<file path="src/rtl/pipe_pkg.sv">
// Shared MEM-stage definitions: FSM state encoding, default widths, bubble control.
// Latency: n/a (types and constants only).
// Backpressure: n/a.
package pipe_pkg;

  localparam int DW_DEF = 32;
  localparam int RW_DEF = 5;

  typedef enum logic [1:0] {
    IDLE = 2'd0,
    BUSY = 2'd1,
    DONE = 2'd2
  } state_t;

  // {wreg, m2reg} forced into MEM/WB when a bubble is inserted
  localparam logic [1:0] BUBBLE = 2'b00;

  // Wait-counter width; at least one bit so TIMEOUT=0 still elaborates
  function automatic int cnt_width(input int timeout);
    return (timeout < 1) ? 1 : $clog2(timeout + 1);
  endfunction

endpackage

</file>
<file path="src/rtl/pipe_mem_stage_if.sv">
// Data-memory request/acknowledge port between the MEM stage and data memory.
// Latency: n/a (signal bundle only).
// Backpressure: requester holds req/we/addr/wdata until ack.
interface pipe_mem_stage_if
  import pipe_pkg::*;
#(
  parameter int DW = DW_DEF
);
  logic          dm_req;
  logic          dm_we;
  logic [DW-1:0] dm_addr;
  logic [DW-1:0] dm_wdata;
  logic          dm_ack;
  logic [DW-1:0] dm_rdata;

  modport master (output dm_req, dm_we, dm_addr, dm_wdata, input dm_ack, dm_rdata);
  modport slave  (input dm_req, dm_we, dm_addr, dm_wdata, output dm_ack, dm_rdata);
endinterface

</file>
<file path="src/rtl/pipe_mem_stage_mwreg.sv">
// MEM/WB pipeline register with load and bubble controls.
// Latency: 1 cycle from load to W outputs.
// Backpressure: load=0,bubble=1 kills wreg/m2reg and holds data fields.
module pipemwreg
  import pipe_pkg::*;
#(
  parameter int DW = DW_DEF,
  parameter int RW = RW_DEF
) (
  input  logic          clock,
  input  logic          resetn,
  input  logic          load,
  input  logic          bubble,
  input  logic          wreg_in,
  input  logic          m2reg_in,
  input  logic [DW-1:0] mo_in,
  input  logic [DW-1:0] alu_in,
  input  logic [RW-1:0] rn_in,
  output logic          wwreg,
  output logic          wm2reg,
  output logic [DW-1:0] wmo,
  output logic [DW-1:0] walu,
  output logic [RW-1:0] wrn
);

  logic          wwreg_q,  wwreg_d;
  logic          wm2reg_q, wm2reg_d;
  logic [DW-1:0] wmo_q,    wmo_d;
  logic [DW-1:0] walu_q,   walu_d;
  logic [RW-1:0] wrn_q,    wrn_d;

  // Next W contents: load takes priority, bubble clears only the control bits
  always_comb begin
    wwreg_d  = wwreg_q;
    wm2reg_d = wm2reg_q;
    wmo_d    = wmo_q;
    walu_d   = walu_q;
    wrn_d    = wrn_q;
    if (load) begin
      wwreg_d  = wreg_in;
      wm2reg_d = m2reg_in;
      wmo_d    = mo_in;
      walu_d   = alu_in;
      wrn_d    = rn_in;
    end else if (bubble) begin
      {wwreg_d, wm2reg_d} = BUBBLE;
    end
  end

  // W-stage state register, cleared asynchronously
  always_ff @(posedge clock or negedge resetn) begin
    if (!resetn) begin
      wwreg_q  <= 1'b0;
      wm2reg_q <= 1'b0;
      wmo_q    <= '0;
      walu_q   <= '0;
      wrn_q    <= '0;
    end else begin
      wwreg_q  <= wwreg_d;
      wm2reg_q <= wm2reg_d;
      wmo_q    <= wmo_d;
      walu_q   <= walu_d;
      wrn_q    <= wrn_d;
    end
  end

  assign wwreg  = wwreg_q;
  assign wm2reg = wm2reg_q;
  assign wmo    = wmo_q;
  assign walu   = walu_q;
  assign wrn    = wrn_q;

endmodule

</file>
<file path="src/rtl/pipe_mem_stage.sv">
// MEM stage: issues loads/stores on the req/ack port and fills the MEM/WB register.
// Latency: non-memory ops 1 cycle; memory ops 1 issue + 1..TIMEOUT wait + 1 DONE cycle.
// Backpressure: mem_stall holds upstream stages until the access reaches DONE.
module pipe_mem_stage
  import pipe_pkg::*;
#(
  parameter int DW      = DW_DEF,
  parameter int RW      = RW_DEF,
  parameter int TIMEOUT = 16
) (
  input  logic                    clock,
  input  logic                    resetn,
  input  logic                    mwreg,
  input  logic                    mm2reg,
  input  logic                    mwmem,
  input  logic [DW-1:0]           malu,
  input  logic [DW-1:0]           mb,
  input  logic [RW-1:0]           mrn,
  pipe_mem_stage_if.master        dm,
  output logic                    mem_stall,
  output logic                    mem_err,
  output logic                    wwreg,
  output logic                    wm2reg,
  output logic [DW-1:0]           wmo,
  output logic [DW-1:0]           walu,
  output logic [RW-1:0]           wrn
);

  localparam int            CW      = cnt_width(TIMEOUT);
  localparam logic [CW-1:0] CNT_MAX = '1;
  localparam logic [CW-1:0] TO_CNT  = CW'(TIMEOUT);

  state_t        state_q, state_d;
  logic [CW-1:0] cnt_q,   cnt_d;
  logic          req_q,   req_d;
  logic          we_q,    we_d;
  logic [DW-1:0] addr_q,  addr_d;
  logic [DW-1:0] wdata_q, wdata_d;
  logic [DW-1:0] buf_q,   buf_d;
  logic          err_q,   err_d;

  logic          memop;
  logic [CW-1:0] cnt_inc;
  logic          wb_load;
  logic          wb_m2reg;
  logic [DW-1:0] wb_mo;

  assign memop   = mwmem | mm2reg;
  assign cnt_inc = (cnt_q == CNT_MAX) ? cnt_q : cnt_q + CW'(1);

  // Access FSM: issue in IDLE, wait for ack or timeout in BUSY, retire in DONE
  always_comb begin
    state_d = state_q;
    cnt_d   = cnt_q;
    req_d   = req_q;
    we_d    = we_q;
    addr_d  = addr_q;
    wdata_d = wdata_q;
    buf_d   = buf_q;
    err_d   = err_q;
    case (state_q)
      IDLE: begin
        if (memop) begin
          state_d = BUSY;
          cnt_d   = '0;
          req_d   = 1'b1;
          we_d    = mwmem;
          addr_d  = {malu[DW-1:2], 2'b00};
          wdata_d = mb;
        end
      end
      BUSY: begin
        if (dm.dm_ack) begin
          state_d = DONE;
          req_d   = 1'b0;
          buf_d   = dm.dm_rdata;
        end else begin
          cnt_d = cnt_inc;
          if (TIMEOUT != 0 && cnt_inc == TO_CNT) begin
            // Abort so the pipeline cannot hang on a dead memory
            state_d = DONE;
            req_d   = 1'b0;
            err_d   = 1'b1;
            buf_d   = '0;
          end
        end
      end
      DONE:    state_d = IDLE;
      default: state_d = IDLE;
    endcase
  end

  // FSM, counter and memory-port registers
  always_ff @(posedge clock or negedge resetn) begin
    if (!resetn) begin
      state_q <= IDLE;
      cnt_q   <= '0;
      req_q   <= 1'b0;
      we_q    <= 1'b0;
      addr_q  <= '0;
      wdata_q <= '0;
      buf_q   <= '0;
      err_q   <= 1'b0;
    end else begin
      state_q <= state_d;
      cnt_q   <= cnt_d;
      req_q   <= req_d;
      we_q    <= we_d;
      addr_q  <= addr_d;
      wdata_q <= wdata_d;
      buf_q   <= buf_d;
      err_q   <= err_d;
    end
  end

  // MEM/WB control: load on a plain op or on retire, bubble otherwise
  always_comb begin
    mem_stall = memop & (state_q != DONE);
    wb_load   = ((state_q == IDLE) & ~memop) | (state_q == DONE);
    wb_m2reg  = (state_q == DONE) & mm2reg & ~mwmem;
    wb_mo     = (state_q == DONE) ? buf_q : '0;
  end

  pipemwreg #(.DW(DW), .RW(RW)) u_mwreg (
    .clock    (clock),
    .resetn   (resetn),
    .load     (wb_load),
    .bubble   (~wb_load),
    .wreg_in  (mwreg),
    .m2reg_in (wb_m2reg),
    .mo_in    (wb_mo),
    .alu_in   (malu),
    .rn_in    (mrn),
    .wwreg    (wwreg),
    .wm2reg   (wm2reg),
    .wmo      (wmo),
    .walu     (walu),
    .wrn      (wrn)
  );

  assign dm.dm_req   = req_q;
  assign dm.dm_we    = we_q;
  assign dm.dm_addr  = addr_q;
  assign dm.dm_wdata = wdata_q;
  assign mem_err     = err_q;

endmodule

</file>
<file path="src/flat_wrapper.sv">
// flat-port wrapper written by rule: the top's interface ports become plain ports
module pipe_mem_stage_flat import pipe_pkg::*;
#(
  parameter int DW      = DW_DEF,
  parameter int RW      = RW_DEF,
  parameter int TIMEOUT = 16
)
  (clock, resetn, mwreg, mm2reg, mwmem, malu, mb, mrn, mem_stall, mem_err, wwreg, wm2reg, wmo, walu, wrn, dm_dm_req, dm_dm_we, dm_dm_addr, dm_dm_wdata, dm_dm_ack, dm_dm_rdata);
  pipe_mem_stage_if #(.DW(DW)) dm_i ();
  input  logic clock;
  input  logic resetn;
  input  logic mwreg;
  input  logic mm2reg;
  input  logic mwmem;
  input  logic [DW-1:0] malu;
  input  logic [DW-1:0] mb;
  input  logic [RW-1:0] mrn;
  output logic mem_stall;
  output logic mem_err;
  output logic wwreg;
  output logic wm2reg;
  output logic [DW-1:0] wmo;
  output logic [DW-1:0] walu;
  output logic [RW-1:0] wrn;
  output wire logic [$bits(dm_i.dm_req)-1:0] dm_dm_req;
  output wire logic [$bits(dm_i.dm_we)-1:0] dm_dm_we;
  output wire logic [$bits(dm_i.dm_addr)-1:0] dm_dm_addr;
  output wire logic [$bits(dm_i.dm_wdata)-1:0] dm_dm_wdata;
  input wire logic [$bits(dm_i.dm_ack)-1:0] dm_dm_ack;
  input wire logic [$bits(dm_i.dm_rdata)-1:0] dm_dm_rdata;
  assign dm_dm_req = dm_i.dm_req;
  assign dm_dm_we = dm_i.dm_we;
  assign dm_dm_addr = dm_i.dm_addr;
  assign dm_dm_wdata = dm_i.dm_wdata;
  assign dm_i.dm_ack = dm_dm_ack;
  assign dm_i.dm_rdata = dm_dm_rdata;
  pipe_mem_stage #(.DW(DW), .RW(RW), .TIMEOUT(TIMEOUT)) u_core (.clock(clock), .resetn(resetn), .mwreg(mwreg), .mm2reg(mm2reg), .mwmem(mwmem), .malu(malu), .mb(mb), .mrn(mrn), .dm(dm_i), .mem_stall(mem_stall), .mem_err(mem_err), .wwreg(wwreg), .wm2reg(wm2reg), .wmo(wmo), .walu(walu), .wrn(wrn));
endmodule
</file>
<file path="config.mk">
export PLATFORM = sky130hd
export DESIGN_NAME = pipe_mem_stage_flat
export DESIGN_NICKNAME = d
export VERILOG_FILES = /design/src/rtl/pipe_pkg.sv /design/src/rtl/pipe_mem_stage_if.sv /design/src/rtl/pipe_mem_stage_mwreg.sv /design/src/rtl/pipe_mem_stage.sv /design/src/flat_wrapper.sv
export SDC_FILE = /design/constraint.sdc
export NUM_CORES = 1
export LEC_CHECK = 0
export BUFFER_PORTS_ARGS = -buffer_cell sky130_fd_sc_hd__buf_2
export CORE_ASPECT_RATIO = 1.75
export CORE_MARGIN = 5
export CORE_UTILIZATION = 35
export DETAILED_ROUTE_END_ITERATION = 16
export PLACE_DENSITY = 0.69
export SKIP_CTS_REPAIR_TIMING = 1
export SYNTH_ARGS = -nofsm -noshare
export SYNTH_HDL_FRONTEND = slang
export SYNTH_HIERARCHICAL = 1
export SYNTH_SLANG_ARGS = --single-unit
</file>
<file path="constraint.sdc">
create_clock -name clock -period 3.3 [get_ports clock]
set_clock_uncertainty 0.1 [all_clocks]
set_input_delay 0.495 -clock clock [delete_from_list [all_inputs] [get_ports clock]]
set_output_delay 0.495 -clock clock [all_outputs]
set_load 0.02 [all_outputs]
</file>
# Word level (Yosys, flattened, before mapping)

Cells that the tools add are included.

Logic and storage cells: 57
Output and inout bits: 139
Register bits after elaboration: 175

$add $sub $neg: 1
Equal/unequal tests: 8
Mux-type cells: 17
Reductions and logical operators: 9
Bitwise gates (word level): 9

Operators with widths:

| operator              | number |
|---|---|
| $mux W32              | 3 |
| $mux W5               | 3 |
| $eq A5 B5 Y1 const B  | 2 |
| $pmux W5 S2           | 1 |
| $reduce_and A3 Y1     | 3 |
| $mux W2               | 3 |
| $reduce_and A2 Y1     | 3 |
| $add A5 B1 Y5 const B | 1 |
| $mux W1               | 5 |
| $and A1 B1 Y1         | 4 |
| $ne A2 B2 Y1 const B  | 2 |
| $pmux W2 S2           | 1 |
| $reduce_bool A2 Y1    | 2 |
| $ne A3 B2 Y1 const B  | 1 |
| $not A1 Y1            | 3 |
| $eq A2 B1 Y1 const B  | 1 |
| $eq A2 B2 Y1 const B  | 1 |
| $logic_not A2 Y1      | 1 |
| $ne A2 B1 Y1 const B  | 1 |
| $or A1 B1 Y1          | 2 |
| $pmux W1 S2           | 1 |

# Longest topological paths before layout

Word-level depth: 6
Depth in mapped cells: 8

# Cells and area by module

Netlist, hierarchy kept.

By module, submodules not included:

| module         | area an instance (µm²) | instances | cells an instance | sequential area each (µm²) |
|---|---|---|---|---|
| pipe_mem_stage | 4264.1                 | 1         | 433               | 2602.5 |
| pipemwreg      | 2980.4                 | 1         | 151               | 1776.7 |

# Worst setup path after synthesis

Ideal clock, no wire load.

Path type: reg-to-reg
Start: register u_core.cnt_q[0]
End: register u_core.buf_q[17]
Data arrival time: 1.625 ns
Data required time: 3.079 ns
Slack: 1.454 ns
Cell stages (with the launch flop): 8
Clock period less this slack: 1.846 ns
Path through: dfrtp_1 > ha_1 > buf_6 > or2_1 > a21oi_2 > o221ai_2 > buf_6 > a22o_1

Word-level cells in the longest chain between the ends: 5
Elaborated cells between the ends (all ways): 6

Ends and longest elaborated chain:

| element                                              | RTL line              | source |
|---|---|---|
| start, declared                                      | pipe_mem_stage.sv:34  | `logic [CW-1:0] cnt_q, cnt_d;` |
| start signal, assigned                               | pipe_mem_stage.sv:106 | `cnt_q <= cnt_d;` |
| $add A5 B1 Y5 / $eq A5 B5 Y1 (equally long branches) | pipe_mem_stage.sv:49  | `assign cnt_inc = (cnt_q == CNT_MAX) ? cnt_q : cnt_q + CW'(1);` |
| $mux W5 *                                            | pipe_mem_stage.sv:49  |  |
| $eq A5 B5 Y1 *                                       | pipe_mem_stage.sv:79  | `if (TIMEOUT != 0 && cnt_inc == TO_CNT) begin` |
| $reduce_bool A2 Y1 (no source line) *                | -                     |  |
| $reduce_and A2 Y1 (no source line) *                 | -                     |  |
| end signal, assigned                                 | pipe_mem_stage.sv:111 | `buf_q <= buf_d;` |
| end, declared                                        | pipe_mem_stage.sv:39  | `logic [DW-1:0] buf_q, buf_d;` |

Every way passes the cells marked *; elsewhere a longest branch is shown, timed or not.
A chain may end at the register's enable or synchronous reset.

# Worst setup path after layout

Start: register u_core.state_q[1]
End: output mem_stall

Word-level cells in the longest chain between the ends: 2

Ends and longest elaborated chain:

| element                | RTL line              | source |
|---|---|---|
| start, declared        | pipe_mem_stage.sv:33  | `state_t state_q, state_d;` |
| start signal, assigned | pipe_mem_stage.sv:105 | `state_q <= state_d;` |
| $ne A2 B2 Y1           | pipe_mem_stage.sv:118 | `mem_stall = memop & (state_q != DONE);` |
| $and A1 B1 Y1          | pipe_mem_stage.sv:118 |  |
| end, declared          | flat_wrapper.sv:18    | `output logic mem_stall;` |

No other way between the ends.

==> results.cfg <==
[timing]
relSlewSlack = 0.224
clock.fmax_mhz = 360
setup_violations = 0
finalMaxSlewViolations = 0
setup_tns_ns = 0
period_needed_ns = 2.78
finalHoldViolations = 0
worst_pin_slew_ns = 1.16
worst_slack_ns = 0.520
period_share = 0.842
grt_setup_unrepaired = no

[place]
pre_cts_slack_ns = 0.900
io_buffers = 243
place_area_um2 = 8630
place.detailed.hpwl_um = 12400
place.gp.congestion = 0.782

[floorplanning]
dieArea_um2 = 23800
core.rowCount = 69
core_um2 = 20400
io-pin-count = 246
die_h_um = 200
initial_core_util = 0.356
die_w_um = 119

[critical_path]
r2r_end = u_core/buf_q[27]
crit_path_start_kind = flip-flop
path_class = flip-flop to primary output
crit_path_end_kind = primary output
rrSetupSlack_ns = 1.26
required_ns = 2.70
rr_startpoint = u_core/cnt_q[0]
arrival_ns = 2.18
rr_worst_depth = 6
worstPathMaxFanout = 34
crit_end = mem_stall
critPathLaunch = u_core/state_q[1]

[route]
drc = 0
firstDrtPassIters = 4
drt-total-wl_um = 18100
vias_per_cell = 4.69
ant_nets = 0
vias = 5079
wire_per_inst_um = 16.7
drt_iter0_markers = 197

[logic_synthesis]
yosysTopAreaCell = dfrtp_1
ys_seq_elements = 175
yosysMostFrequentCell = nand2_1
syn-instance-count = 584
synth_ff_type = dfrtp_1
ys_top_cells_by_area = dfrtp_1, mux2_4, nand2_1
syn_area_um2 = 7240
yosysWarnings = 6
synthTopCellsByCount = nand2_1, dfrtp_1, mux2_4, a22o_1, and2_1
ys_async_sr_fraction = 1.00
synth_seq_area_share = 0.604
synth_area_per_cell_um2 = 12.4
synth_cell_types = 42
synth-edff-count = 0
synth_top_cell_area_share = 0.604

[cts]
cts.sinks = 175
htree_levels = 4
tritoncts = built
cts.clk_slew.worst_paths_ns = 0.07
cts_buffers = 17
clock_path_buffers = 2
insertion_delay_ns = 0.42
cts_root_buffer = clkbuf_16

[final_layout]
layout-drive-gt1-share = 0.440
nNetsFinal = 930
final_core_util = 0.450
diodes = 0
area_growth_pct = 26.6
final_area_um2 = 9170

[global_routing]
grt_pass1_wl_um = 29100
track_usage = 0.154
grt_max_degree = 81
antenna_found_initial = 1
grt_pass1_vias = 5526
overflow = 0

[pwr]
p_per_area_nw_per_um2 = 1010
peakVddDrop_uv = 786
p_leak_nw = 4.98

[run]
drv_cap = 0

[worst_hold_path]
hold_class = input pin to async pin

[status]
outcome = finished clean
-- stage by stage --
stage / power [mW] / std cells / hold slack [ns]
after floorplan: 6.21 / 585 / 0.0994
after global placement: 7.35 / 1051 / 0.337
after detailed placement: 7.45 / 1051 / 0.342
after CTS: 9.42 / 1083 / 0.0295
after global routing: 9.82 / 1083 / 0.0689
final: 9.27 / 1083 / 0.0255
-- power breakdown --
group / switching (mW) / internal, mW / total, mW
Clock: 0.862 / 1.04 / 1.90
Sequential: 0.500 / 3.07 / 3.57
Combinational: 2.24 / 1.55 / 3.79
-- worst min-delay path by stage --
stage	slack [ns]	cells past startpoint	endpoint
2_1_floorplan	0.1	0	u_core/buf_q[0]
3_3_place_gp	0.34	1	u_core/mem_err
3_5_place_dp	0.34	1	u_core/mem_err
4_1_cts	0.03	1	u_core/dm.dm_wdata[26]
5_1_grt	0.07	1	u_core/dm.dm_wdata[29]
6_report	0.03	1	u_core/dm.dm_wdata[25]
-- cells by family after synthesis --
kind of cell | synth area share
other cells | 0.000518
buf+inv | 0.0430
simple gates | 0.148
mux | 0.145
compound gates | 0.0572
flops | 0.604
fa+ha+maj | 0.00173
-- cell type report --
| class | instances | area [µm²] |
|---|---|---|
| sequential | 175 | 4380 |
| fill | 1961 | 11200 |
| multi-input combinational | 373 | 2590 |
| tap | 248 | 310 |
| timing repair buffer | 252 | 1340 |
| inverter | 3 | 11.3 |
| clock inverter | 13 | 113 |
| clock buffer | 19 | 433 |
-- per-layer routing --
metal / track usage / vias to the layer above / wire (µm)
li1: - / 2400 / -
met1: 0.163 / 2490 / 6770
met2: 0.282 / 155 / 9870
met3: 0.0367 / 32 / 848
met4: 0.0734 / 2 / 553
met5: 0 / - / 20
-- placed cells by master (no fill, tap or decap), types with 2 or more instances in the layout --
master,Yosys,layout
a21oi_1,2,2
clkbuf_16,0,17
a22o_1,32,32
nand2b_1,2,2
inv_6,0,4
and2_1,32,32
nor2_2,1,2
mux2_2,2,2
or2b_1,2,2
buf_2,11,242
clkbuf_1,9,2
dfrtp_1,175,175
inv_1,2,2
mux2i_1,2,2
clkinvlp_4,0,3
nor2_1,10,8
nand2_1,192,192
mux2_4,67,67
a22o_2,3,3
clkinv_2,0,5
conb_1,1,2
buf_12,7,4
nand4_1,2,2
buf_4,2,5
-- critical path: stages (launching register included) --
cell     delay (ns)
dfrtp_1        0.46
nor2b_2        0.96
nor2_1         0.12
buf_2          0.21
-- state kept, by name, indices dropped and copies added (netlist names) --
name                   cells
u_core/dm.dm_addr         30
u_core/dm.dm_wdata        32
u_core/u_mwreg/wwreg       1
u_core/mem_err             1
u_core/cnt_q               5
u_core/dm.dm_we            1
u_core/buf_q              32
u_core/u_mwreg/wmo        32
u_core/u_mwreg/wrn         5
u_core/u_mwreg/walu       32
u_core/dm.dm_req           1
u_core/u_mwreg/wm2reg      1
u_core/state_q             2
(Power assumes the default switching activity.)
